**src/rtl/glyph_blit_ctrl.sv**
```systemverilog
// Glyph blitter: fetches a 10x10 bitmap from the glyph ROM and streams it to the
// framebuffer one row per accepted write, clipping rows that fall below the bottom edge.
module glyph_blit_ctrl #(
   parameter int GLYPH_W     = 10,
   parameter int GLYPH_H     = 10,
   parameter int GLYPH_COUNT = 10,
   parameter int X_W         = 8,
   parameter int Y_W         = 8
) (
   input  logic                       clk,
   input  logic                       rst_n,
   input  logic                       cmd_valid,
   output logic                       cmd_ready,
   input  logic [31:0]                cmd_glyph,
   input  logic [X_W-1:0]             cmd_x,
   input  logic [Y_W-1:0]             cmd_y,
   output logic [31:0]                rom_addr,
   input  logic [GLYPH_W*GLYPH_H-1:0] rom_data,
   output logic                       fb_we,
   input  logic                       fb_ready,
   output logic [X_W-1:0]             fb_col,
   output logic [Y_W-1:0]             fb_row,
   output logic [GLYPH_W-1:0]         fb_bits,
   output logic                       busy,
   output logic                       done,
   output logic                       err
);

   localparam int WORD_W = GLYPH_W * GLYPH_H;
   localparam int ROW_W  = $clog2(GLYPH_H + 1);
   localparam logic [ROW_W-1:0] LAST_ROW = ROW_W'(GLYPH_H - 1);

   typedef enum logic [2:0] {
      S_IDLE,
      S_FETCH,
      S_LATCH,
      S_ROW,
      S_DONE,
      S_ERR
   } state_t;

   state_t              r_state;
   state_t              w_next;
   logic [X_W-1:0]      r_x;
   logic [Y_W-1:0]      r_y;
   logic [ROW_W-1:0]    r_row;
   logic [WORD_W-1:0]   r_glyph;
   logic [31:0]         r_rom_addr;

   logic                w_accept;
   logic                w_bad_idx;
   logic                w_wr_fire;
   logic [Y_W:0]        w_row_sum;
   logic                w_clip_next;
   logic                w_last_row;
   logic [WORD_W-1:0]   w_shifted;

   assign w_accept  = cmd_valid & cmd_ready;
   assign w_bad_idx = (cmd_glyph >= 32'(GLYPH_COUNT));
   assign w_wr_fire = fb_we & fb_ready;

   // Row sum carries one extra bit; once the current row is the bottom line every
   // later row is off-screen, so the command ends right after this write.
   assign w_row_sum   = {1'b0, r_y} + (Y_W+1)'(r_row);
   assign w_clip_next = (w_row_sum == {1'b0, {Y_W{1'b1}}});
   assign w_last_row  = (r_row == LAST_ROW) | w_clip_next;

   assign w_shifted = r_glyph << (GLYPH_W * r_row);
   assign fb_bits   = w_shifted[WORD_W-1 -: GLYPH_W];
   assign fb_row    = w_row_sum[Y_W-1:0];
   assign fb_col    = r_x;
   assign rom_addr  = r_rom_addr;

   // NOTE: sequential state uses non-blocking assignments so every register samples
   // the pre-edge values, independent of process evaluation order.
   always_ff @(posedge clk or negedge rst_n) begin
      if (!rst_n) r_state <= S_IDLE;
      else        r_state <= w_next;
   end

   // NOTE: w_next is defaulted before the case so no path leaves it unassigned,
   // which would otherwise infer a latch.
   always_comb begin
      w_next = r_state;
      case (r_state)
         S_IDLE:  if (w_accept) w_next = w_bad_idx ? S_ERR : S_FETCH;
         S_FETCH: w_next = S_LATCH;
         S_LATCH: w_next = S_ROW;
         S_ROW:   if (w_wr_fire && w_last_row) w_next = S_DONE;
         S_DONE:  w_next = S_IDLE;
         S_ERR:   w_next = S_IDLE;
         default: w_next = S_IDLE;
      endcase
   end

   always_comb begin
      cmd_ready = 1'b0;
      busy      = 1'b1;
      fb_we     = 1'b0;
      done      = 1'b0;
      err       = 1'b0;
      case (r_state)
         S_IDLE: begin
            cmd_ready = 1'b1;
            busy      = 1'b0;
         end
         S_ROW:   fb_we = 1'b1;
         S_DONE:  done  = 1'b1;
         S_ERR:   err   = 1'b1;
         default: ;
      endcase
   end

   // NOTE: the 100-bit bitmap register is reset like any other flop so fb_bits reads
   // zero out of reset; it is a single register, not an addressable memory.
   always_ff @(posedge clk or negedge rst_n) begin
      if (!rst_n) begin
         r_x        <= '0;
         r_y        <= '0;
         r_row      <= '0;
         r_glyph    <= '0;
         r_rom_addr <= '0;
      end else begin
         if (w_accept) begin
            r_x   <= cmd_x;
            r_y   <= cmd_y;
            r_row <= '0;
            if (!w_bad_idx) r_rom_addr <= cmd_glyph;
         end
         if (r_state == S_LATCH) r_glyph <= rom_data;
         if (w_wr_fire && !w_last_row) r_row <= r_row + ROW_W'(1);
      end
   end

endmodule
```
**config.mk**
```make
export PLATFORM = sky130hd
export DESIGN_NAME = glyph_blit_ctrl
export DESIGN_NICKNAME = d
export VERILOG_FILES = /design/src/rtl/glyph_blit_ctrl.sv
export SDC_FILE = /design/constraint.sdc
export NUM_CORES = 1
export LEC_CHECK = 0
export CORE_MARGIN = 8
export CORE_UTILIZATION = 25
export CTS_CLUSTER_DIAMETER = 40
export CTS_CLUSTER_SIZE = 25
export DETAILED_ROUTE_END_ITERATION = 16
export SLEW_MARGIN = 20
export SYNTH_ARGS = -nofsm -noshare
export SYNTH_HDL_FRONTEND = slang
export SYNTH_SLANG_ARGS = --single-unit
```
**constraint.sdc**
```tcl
create_clock -name clk -period 3.9 [get_ports clk]
set_input_delay 0.39 -clock clk [delete_from_list [all_inputs] [get_ports clk]]
set_output_delay 0.39 -clock clk [all_outputs]
set_load 0.02 [all_outputs]
```
Word-level counts from Yosys, hierarchy flattened
Cells that the tools add are included.
{"block": "totals", "regBits": 155, "inputBits": 152, "elab_cells": 42}
{"block": "op_classes", "bitwise_logic": 4, "n_shift": 1, "n_mul": 1, "n_addsub": 2, "reduce_logical": 7, "mux": 11, "magnitude_cmp": 1, "eq_ne": 9}
{"operator": "$shl A100 B8 Y100", "count": 1}
{"operator": "$ge A32 B4 Y1 const B", "count": 1}
{"operator": "$pmux W3 S4", "count": 1}
{"operator": "$add A8 B4 Y9", "count": 1}
{"operator": "$eq A9 B8 Y1 const B", "count": 1}
{"operator": "$mux W3", "count": 3}
{"operator": "$mux W4", "count": 2}
{"operator": "$mul A3 B4 Y7 const A", "count": 1}
{"operator": "$eq A3 B2 Y1 const B", "count": 2}
{"operator": "$eq A3 B3 Y1 const B", "count": 2}
{"operator": "$mux W1", "count": 5}
{"operator": "$add A4 B1 Y4 const B", "count": 1}
{"operator": "$eq A4 B4 Y1 const B", "count": 1}
{"operator": "$ne A2 B2 Y1 const B", "count": 2}
{"operator": "$reduce_and A2 Y1", "count": 2}
{"operator": "$eq A3 B1 Y1 const B", "count": 1}
{"operator": "$logic_not A3 Y1", "count": 1}
{"operator": "$and A1 B1 Y1", "count": 2}
{"operator": "$logic_and A1 B1 Y1", "count": 2}
{"operator": "$reduce_bool A2 Y1", "count": 1}
{"operator": "$logic_not A1 Y1", "count": 1}
{"operator": "$not A1 Y1", "count": 1}
{"operator": "$or A1 B1 Y1", "count": 1}

Depth between registers and ports, before layout
Gate-level depths: netlist (run 1).
{"block": "logic_depth", "word_depth": 6, "depth_mapped": 10}

Worst setup path after synthesis (run 1)
OpenSTA, ideal clock, no wires.
{"block": "synth_timing", "path_kind": "register -> output", "start": "reg r_row[1]", "end": "out fb_bits[7]", "stages_incl_launch_ff": 10, "path_slack_ns": 0.743, "t_arrival_ns": 2.767, "n_path_buf": 0, "required_time_ns": 3.510, "path_cell_list": "dfrtp_1 -> ha_1 -> ha_1 -> fa_1 -> or4b_1 -> nor2_1 -> a21oi_1 -> o21ai_0 -> a21oi_1 -> a221oi_1"}
{"block": "synth_via", "elab_chain_len": 2}
{"element": "start, declared", "line": "46", "text": "logic [ROW_W-1:0] r_row;"}
{"element": "start signal, assigned", "line": "131", "text": "if (w_wr_fire && !w_last_row) r_row <= r_row + ROW_W'(1);"}
{"element": "$mul A3 B4 Y7", "line": "68", "text": "assign w_shifted = r_glyph << (GLYPH_W * r_row);"}
{"element": "$shl A100 B8 Y100", "line": "68"}
{"element": "end, declared", "line": "23", "text": "output logic [GLYPH_W-1:0] fb_bits,"}
No other way between the ends.

Worst setup path after layout (run 1)
{"block": "layout_timing", "start": "reg r_row[1]", "end": "out fb_bits[8]"}
The elaborated chain is that of the path after synthesis.

==> summary.txt, run 1 <==
Outcome
  • Status: finished clean

Layout
  • Post-Route Utilization: 0.344
  • Synthesis-to-finish area growth: 35.7%
  • Sequential cell area: about 3900 um^2
  • Area occupied by multi-input gates: about 5400 um^2
  • Layout Cells excl Fill: 1456
  • # diodes: 0
  • Share of post-route cells with drive strength above 1: 0.301
  • Nets: 1097
  • Fillers: roughly 3800

Setup path
  • CP Max Fanout: 3
  • Reg2reg start: r_row[0]
  • CP Data Required Time: roughly 3500 ps
  • R2R Setup Slk: between 600 and 700 ps
  • Setup crit end kind: output pin
  • Crit path cell chain: ha_1 -> ha_1 -> fa_1 -> or4b_4 -> or3_1 -> o211ai_1 -> dlygate4sd2_1
  • Reg-to-reg endpoint: r_row[3]
  • Crit start category: flip-flop
  • WP buf/inv: 1
  • CP delay by family, top: adder cells
  • R2R depth: 10
  • CP dominant cell by count: ha_1
  • Slowest Stage Delay on Critical Path: between 500 and 600 ps
  • Max stage delay cell, worst path: fa_1
  • Kind of critical path: reg2out
  • CP arrival: between 3000 and 4000 ps

Clocking
  • Total CTS buffers: 17
  • Clk_lat worst skew: between 400 and 500 ps
  • CTS tree: done
  • Reg clk slew, reported paths: 70 ps
  • Maximum clock insertion buffer count: 2
  • Root buf cell: clkbuf_16
  • Htree depth: 4
  • CTS sink cnt: 155
  • Post-CTS Hold Fix Bufs: 0

Global routing
  • Largest net degree at the start of global routing: 101
  • Total GRT Usage: 0.131
  • Initial antenna violation count: 0
  • Grt ovf: 0
  • Vias in the first global route: approximately 7300
  • Global-route wire length before repair: 44800 um

Floorplan
  • Die Y: 211 um
  • Die area: roughly 45000 um^2
  • Initial core utilization: 0.254
  • IO Pins: 215
  • Core footprint: 37700 um^2
  • Width of the die: approximately 210 um
  • Row cnt: 71

Place
  • Half-perimeter wire length after placement: ~22000 um
  • Placed Cells: around 1400
  • # port buffers: 214
  • Gpl congestion: 0.833

Power
  • Pint: ~7.7 mW
  • Switching portion of total power: 0.419
  • Worst vdd ir: 0.651 mV
  • Logic pwr share: 0.637
  • Cell Pwr Density: between 1000 and 1500 nW/um^2
  • Leak: roughly 5.1 nW
  • Seq pwr share: 0.236
  • Clock Power Share: 0.127
  • NetSw: approximately 5.6 mW
  • Final Power: 13.3 mW

STA
  • Tmin final: 3750 ps
  • Max Clock Skew: around 11 ps
  • Final setup fails: 0
  • Relative slew slack: 0.452
  • Max-slew violation count: 0
  • TNS Setup: 0 ps
  • Period Utilization, post-route: 0.962
  • Hold Vio Cnt, Final: 0
  • Worst Tran Pin Value: 822 ps
  • RSZ-0062 raised after global routing: no
  • Fmax: between 0.2 and 0.3 GHz

Logic synthesis
  • Cell Area, Synth: ~9500 um^2
  • Yosys warns: 0
  • Post-synthesis sequential area ratio: 0.406
  • Post-synthesis net count: slightly below 900
  • Post-synth top area cell: dfrtp_1
  • FF+latch count, synth: 155
  • Share of the synthesized area in the top cell type: 0.406
  • Ys async rst share: 1.00
  • Most used flip-flop cell after synthesis: dfrtp_1
  • Mean Syn Cell Area: around 13 um^2
  • Post-synth EDFFs: 0
  • Syn Inst Count: between 700 and 800
  • Largest cells by area after synthesis: dfrtp_1 (41%), mux4_2 (19%), mux2_2 (15%), mux2i_1 (5.0%), nor2b_1 (2.4%)
  • Netlist cell types: approximately 60

Run
  • Max cap viols: 0

Routing
  • Post-route ant nets: 0
  • Initial DRC Count: between 400 and 500
  • DR vias: between 7000 and 8000
  • DR DRC count: 0
  • Drt first pass iters: 6
  • Vias per std cell: 4.86
  • WL/cell: around 20 um
  • Final WL: just under 30000 um

Min path
  • HP Class: in2async
[stage by stage]
step | hold slack [ps] | cell area, um^2 | worst slack (ps)
final | 10.8 | 13000 | 149
after global routing | 67.8 | 13000 | 9.20
after CTS | 40.4 | 12900 | 1.87
after detailed placement | 486 | 12300 | 89.7
after global placement | 483 | 12300 | 115
after floorplan | 94.4 | 9550 | 743
[Yosys cell counts, types with 7 or more instances]
master,n
mux2_2,129
nor2_1,20
ha_1,10
a21oi_1,24
nor4_1,7
nor2b_1,37
buf_4,7
mux2i_1,48
a211oi_1,12
nand3_1,9
buf_2,17
mux4_2,80
dfrtp_1,155
inv_1,11
clkbuf_1,23
nand2_1,30
o21ai_0,19
[cells by family after synthesis]
kind of cell / share of synthesized area
adders and majority gates: 0.0173
AOI/OAI and AO/OA: 0.0611
muxes: 0.397
DFF: 0.406
buffers and inverters: 0.0373
and+or+nand+nor: 0.0760
xor gates and xnor gates: 0.00550
[metal layers]
| layer | share of wire | vias up | global-route usage | wire (um) |
|---|---|---|---|---|
| li1 | - | 3200 | - | - |
| met5 | 0 | - | 0 | 0 |
| met3 | 0.058 | 18 | 0.0348 | 1710 |
| met1 | 0.44 | 3626 | 0.171 | 12900 |
| met2 | 0.49 | 225 | 0.213 | 14400 |
| met4 | 0.010 | 0 | 0.0324 | 295 |
[cell type report]
| class | count | area share |
|---|---|---|
| clock buffer | 17 | 0.0328 |
| clock inverter | 14 | 0.0123 |
| inverter | 14 | 0.00406 |
| multi-input combinational | 503 | 0.413 |
| sequential | 155 | 0.300 |
| tap | 511 | 0.0494 |
| timing repair buffer | 242 | 0.189 |
[worst max path at each step]
stage	startpoint	end	slack [ps]	depth (start not counted)
finish	r_row[1]	fb_bits[8]	150	7
global route	r_row[1]	fb_row[6]	9	8
CTS	r_row[1]	fb_bits[3]	2	7
detailed placement	r_row[1]	fb_bits[7]	90	11
global placement	r_row[1]	fb_bits[7]	110	11
floorplan	r_row[1]	fb_bits[7]	740	9
[power groups by stage]
stage | Sequential [mW] | Combinational, mW | Clock (mW)
finish | 3.14 | 8.50 | 1.69
global route | 3.26 | 9.10 | 1.82
CTS | 3.13 | 8.50 | 1.76
detailed placement | 3.15 | 8.53 | 0
global placement | 3.11 | 8.51 | 0
floorplan | 2.80 | 6.04 | 0
[what timing repair did]
item | 4_1_cts | 5_1_grt
cloned | 1 | 1
gates resized for setup | 15 | 8
setup buffers | 0 | 0
setup endpoints to repair | 11 | 5
[flip-flops by register name, indices dropped and copies added (netlist names)]
| name | cells |
|---|---|
| r_row | 4 |
| r_state | 3 |
| rom_addr | 32 |
| r_y | 8 |
| fb_col | 8 |
| r_glyph | 100 |
[placed cells by master, fill, tap and decap left out, types with 3 or more instances in the layout]
cell and instances:
a21oi_1 24, ha_1 9, buf_12 3, o21ai_1 3, dfrtp_1 153, mux2i_1 48, buf_4 23, xor2_1 3
mux4_2 80, inv_1 11, nor2_1 19, nor2b_1 37, clkdlybuf4s50_1 203, clkinvlp_4 3, nand2b_1 5, dlygate4sd2_1 6
a211oi_1 12, and2_1 4, nand4_1 3, nor4_1 7, o211ai_1 4, xnor2_1 3, nand2_1 30, mux2_2 129
o21ai_0 19, a31oi_1 4, o22ai_1 4, a221o_1 4, nor3_1 4, clkbuf_16 18, nand3_1 9, inv_6 5
Power figures use the tool's default switching activity.
==> inputs of run 2 (changes only) <==
- CORE_MARGIN: 8 -> unset
==> summary.txt, run 2 (same netlist as run 1, synthesis figures left out) <==
Outcome
  • Status: finished clean (unchanged)

Setup path
  • Reg-to-reg endpoint: r_row[3] (unchanged)
  • R2R depth: 9 (was 10)
  • Critical Path Start: r_row[1] (unchanged)
  • Setup crit end kind: output pin (unchanged)
  • Reg2reg start: r_row[1] (was r_row[0])
  • CP Data Required Time: 3510 ps (about the same)
  • CP arrival: 3370 ps (was 3360 ps)
  • Crit start category: flip-flop (unchanged)
  • R2R Setup Slk: 560 ps (was 680 ps)
  • Kind of critical path: reg2out (unchanged)
  • CP Max Fanout: 6 (was 3)

Routing
  • DR DRC count: 0 (unchanged)
  • Final WL: 27700 um (was 29200 um)
  • WL/cell: 19.1 um (was 20.1 um)
  • Initial DRC Count: 387 (was 428)
  • Vias per std cell: 4.87 (was 4.86)
  • Post-route ant nets: 0 (unchanged)
  • Drt first pass iters: 4 (was 6)
  • DR vias: 7078 (was 7069)

Floorplan
  • Die Y: 197 um (was 211 um)
  • Die area: 39000 um^2 (was 44700 um^2)
  • Row cnt: 71 (unchanged)
  • Width of the die: 197 um (was 211 um)
  • Initial core utilization: 0.254 (unchanged)
  • Core footprint: 37700 um^2 (unchanged)
  • IO Pins: 215 (unchanged)

Clocking
  • Htree depth: 4 (unchanged)
  • Clk_lat worst skew: 440 ps (about the same)
  • Reg clk slew, reported paths: 70 ps (about the same)
  • CTS sink cnt: 155 (unchanged)
  • Root buf cell: clkbuf_16 (unchanged)
  • Total CTS buffers: 17 (unchanged)
  • Post-CTS Hold Fix Bufs: 0 (unchanged)
  • CTS tree: done (unchanged)
  • Maximum clock insertion buffer count: 2 (unchanged)
  • # Post-CTS Setup Buffers: 0 (unchanged)

STA
  • Max Clock Skew: 9.52 ps (was 11.3 ps)
  • PnR worst setup slack: 136 ps (was 149 ps)
  • Final setup fails: 0 (unchanged)
  • Max-slew violation count: 0 (unchanged)
  • Worst hold slack: 15.4 ps (was 10.8 ps)
  • Fmax: 0.266 GHz (was 0.267 GHz)
  • RSZ-0062 raised after global routing: no (unchanged)
  • Period Utilization, post-route: 0.965 (was 0.962)
  • Tmin final: 3760 ps (was 3750 ps)
  • Hold Vio Cnt, Final: 0 (unchanged)
  • Relative slew slack: 0.430 (was 0.452)
  • Worst Tran Pin Value: 855 ps (was 822 ps)

Global routing
  • Total GRT Usage: 0.147 (was 0.131)
  • Initial antenna violation count: 0 (unchanged)
  • Grt ovf: 0 (unchanged)
  • Largest net degree at the start of global routing: 101 (unchanged)
  • Vias in the first global route: 7133 (was 7320)
  • Global-route wire length before repair: 43200 um (was 44800 um)

Place
  • Gpl congestion: 0.828 (was 0.833)
  • # port buffers: 214 (unchanged)
  • Pre-CTS setup slack: 36.5 ps (was 89.7 ps)
  • Placed standard-cell area: 12300 um^2 (about the same)
  • Half-perimeter wire length after placement: 20500 um (was 21900 um)

Layout
  • # diodes: 0 (unchanged)
  • Nets: 1092 (was 1097)
  • Fillers: 3796 (was 3778)
  • Share of post-route cells with drive strength above 1: 0.299 (was 0.301)
  • Most flops, register: r_glyph (unchanged)
  • Sequential cell area: 3890 um^2 (unchanged)
  • Area occupied by multi-input gates: 5350 um^2 (about the same)
  • Max FFs per register: 100 (unchanged)
  • Synthesis-to-finish area growth: 35.7% (about the same)
  • Fin area: 13000 um^2 (about the same)
  • Most frequent cells in the layout: clkdlybuf4s50_1 (202), dfrtp_1 (153), mux2_2 (129) (was clkdlybuf4s50_1 (203), dfrtp_1 (153), mux2_2 (129))
  • Commonest non-fill, non-tap cell in the layout: clkdlybuf4s50_1 (unchanged)

Min path
  • HP Class: in2async (unchanged)

Run
  • Max cap viols: 0 (unchanged)

Power
  • Worst vdd ir: 0.727 mV (was 0.651 mV)
  • Leak: 5.11 nW (was 5.10 nW)
  • Cell Pwr Density: 1020 nW/um^2 (was 1030 nW/um^2)
run 2: layout make-up:
cell class                 instances  area share
clock buffer                      17      0.0328
clock inverter                    15      0.0136
inverter                          14     0.00434
multi-input combinational        503       0.413
sequential                       155       0.300
tap                              511      0.0493
timing repair buffer             237       0.187
run 2: through the flow:
stage / utilization / cells / power, mW / TNS, ps
after floorplan: - / 726 / 8.84 / 0
after global placement: 0.325 / 1418 / 11.4 / 0
after detailed placement: 0.325 / 1418 / 11.5 / 0
after CTS: 0.343 / 1451 / 13.3 / -26.8
after global routing: 0.344 / 1452 / 14.1 / 0
final: 0.344 / 1452 / 13.3 / 0
run 2: how the worst max path moves through the flow:
| stage | to | slack (ps) | cells after the start |
|---|---|---|---|
| 6_report | fb_bits[5] | 140 | 9 |
| 5_1_grt | fb_bits[7] | 10 | 11 |
| 4_1_cts | fb_bits[6] | -30 | 9 |
| 3_5_place_dp | fb_bits[6] | 40 | 9 |
| 3_3_place_gp | fb_bits[6] | 30 | 9 |
| 2_1_floorplan | fb_bits[7] | 740 | 9 |
run 2: worst max-delay path, stage by stage (launching register included):
cell,delay (ps)
dfrtp_4,510
ha_1,310
ha_2,210
fa_1,430
nor2b_1,180
a21oi_1,110
or2_2,350
nor3_1,240
a221o_1,240
dlygate4sd2_1,360
run 2: repair_timing:
| item | 4_1_cts | 5_1_grt |
|---|---|---|
| endpoints found under the setup margin | 11 | 8 |
| gates resized for setup | 15 | 14 |
| hold endpoints to repair | 0 | 0 |
| cloned | 1 | 1 |
run 2: routing by layer:
metal	track usage	up-vias	share of wire
met1	0.202	3682	0.46
met3	0.0323	11	0.051
met4	0.0324	0	0.0076
met5	0	-	0
li1	-	3192	-
met2	0.234	193	0.49
run 2: power breakdown:
part / internal (mW) / switching, mW / total (mW) / leakage [nW]
sequential: 2.28 / 0.847 / 3.13 / 1.90
clock: 0.967 / 0.753 / 1.72 / 0.290
combinational: 4.45 / 3.97 / 8.42 / 2.92
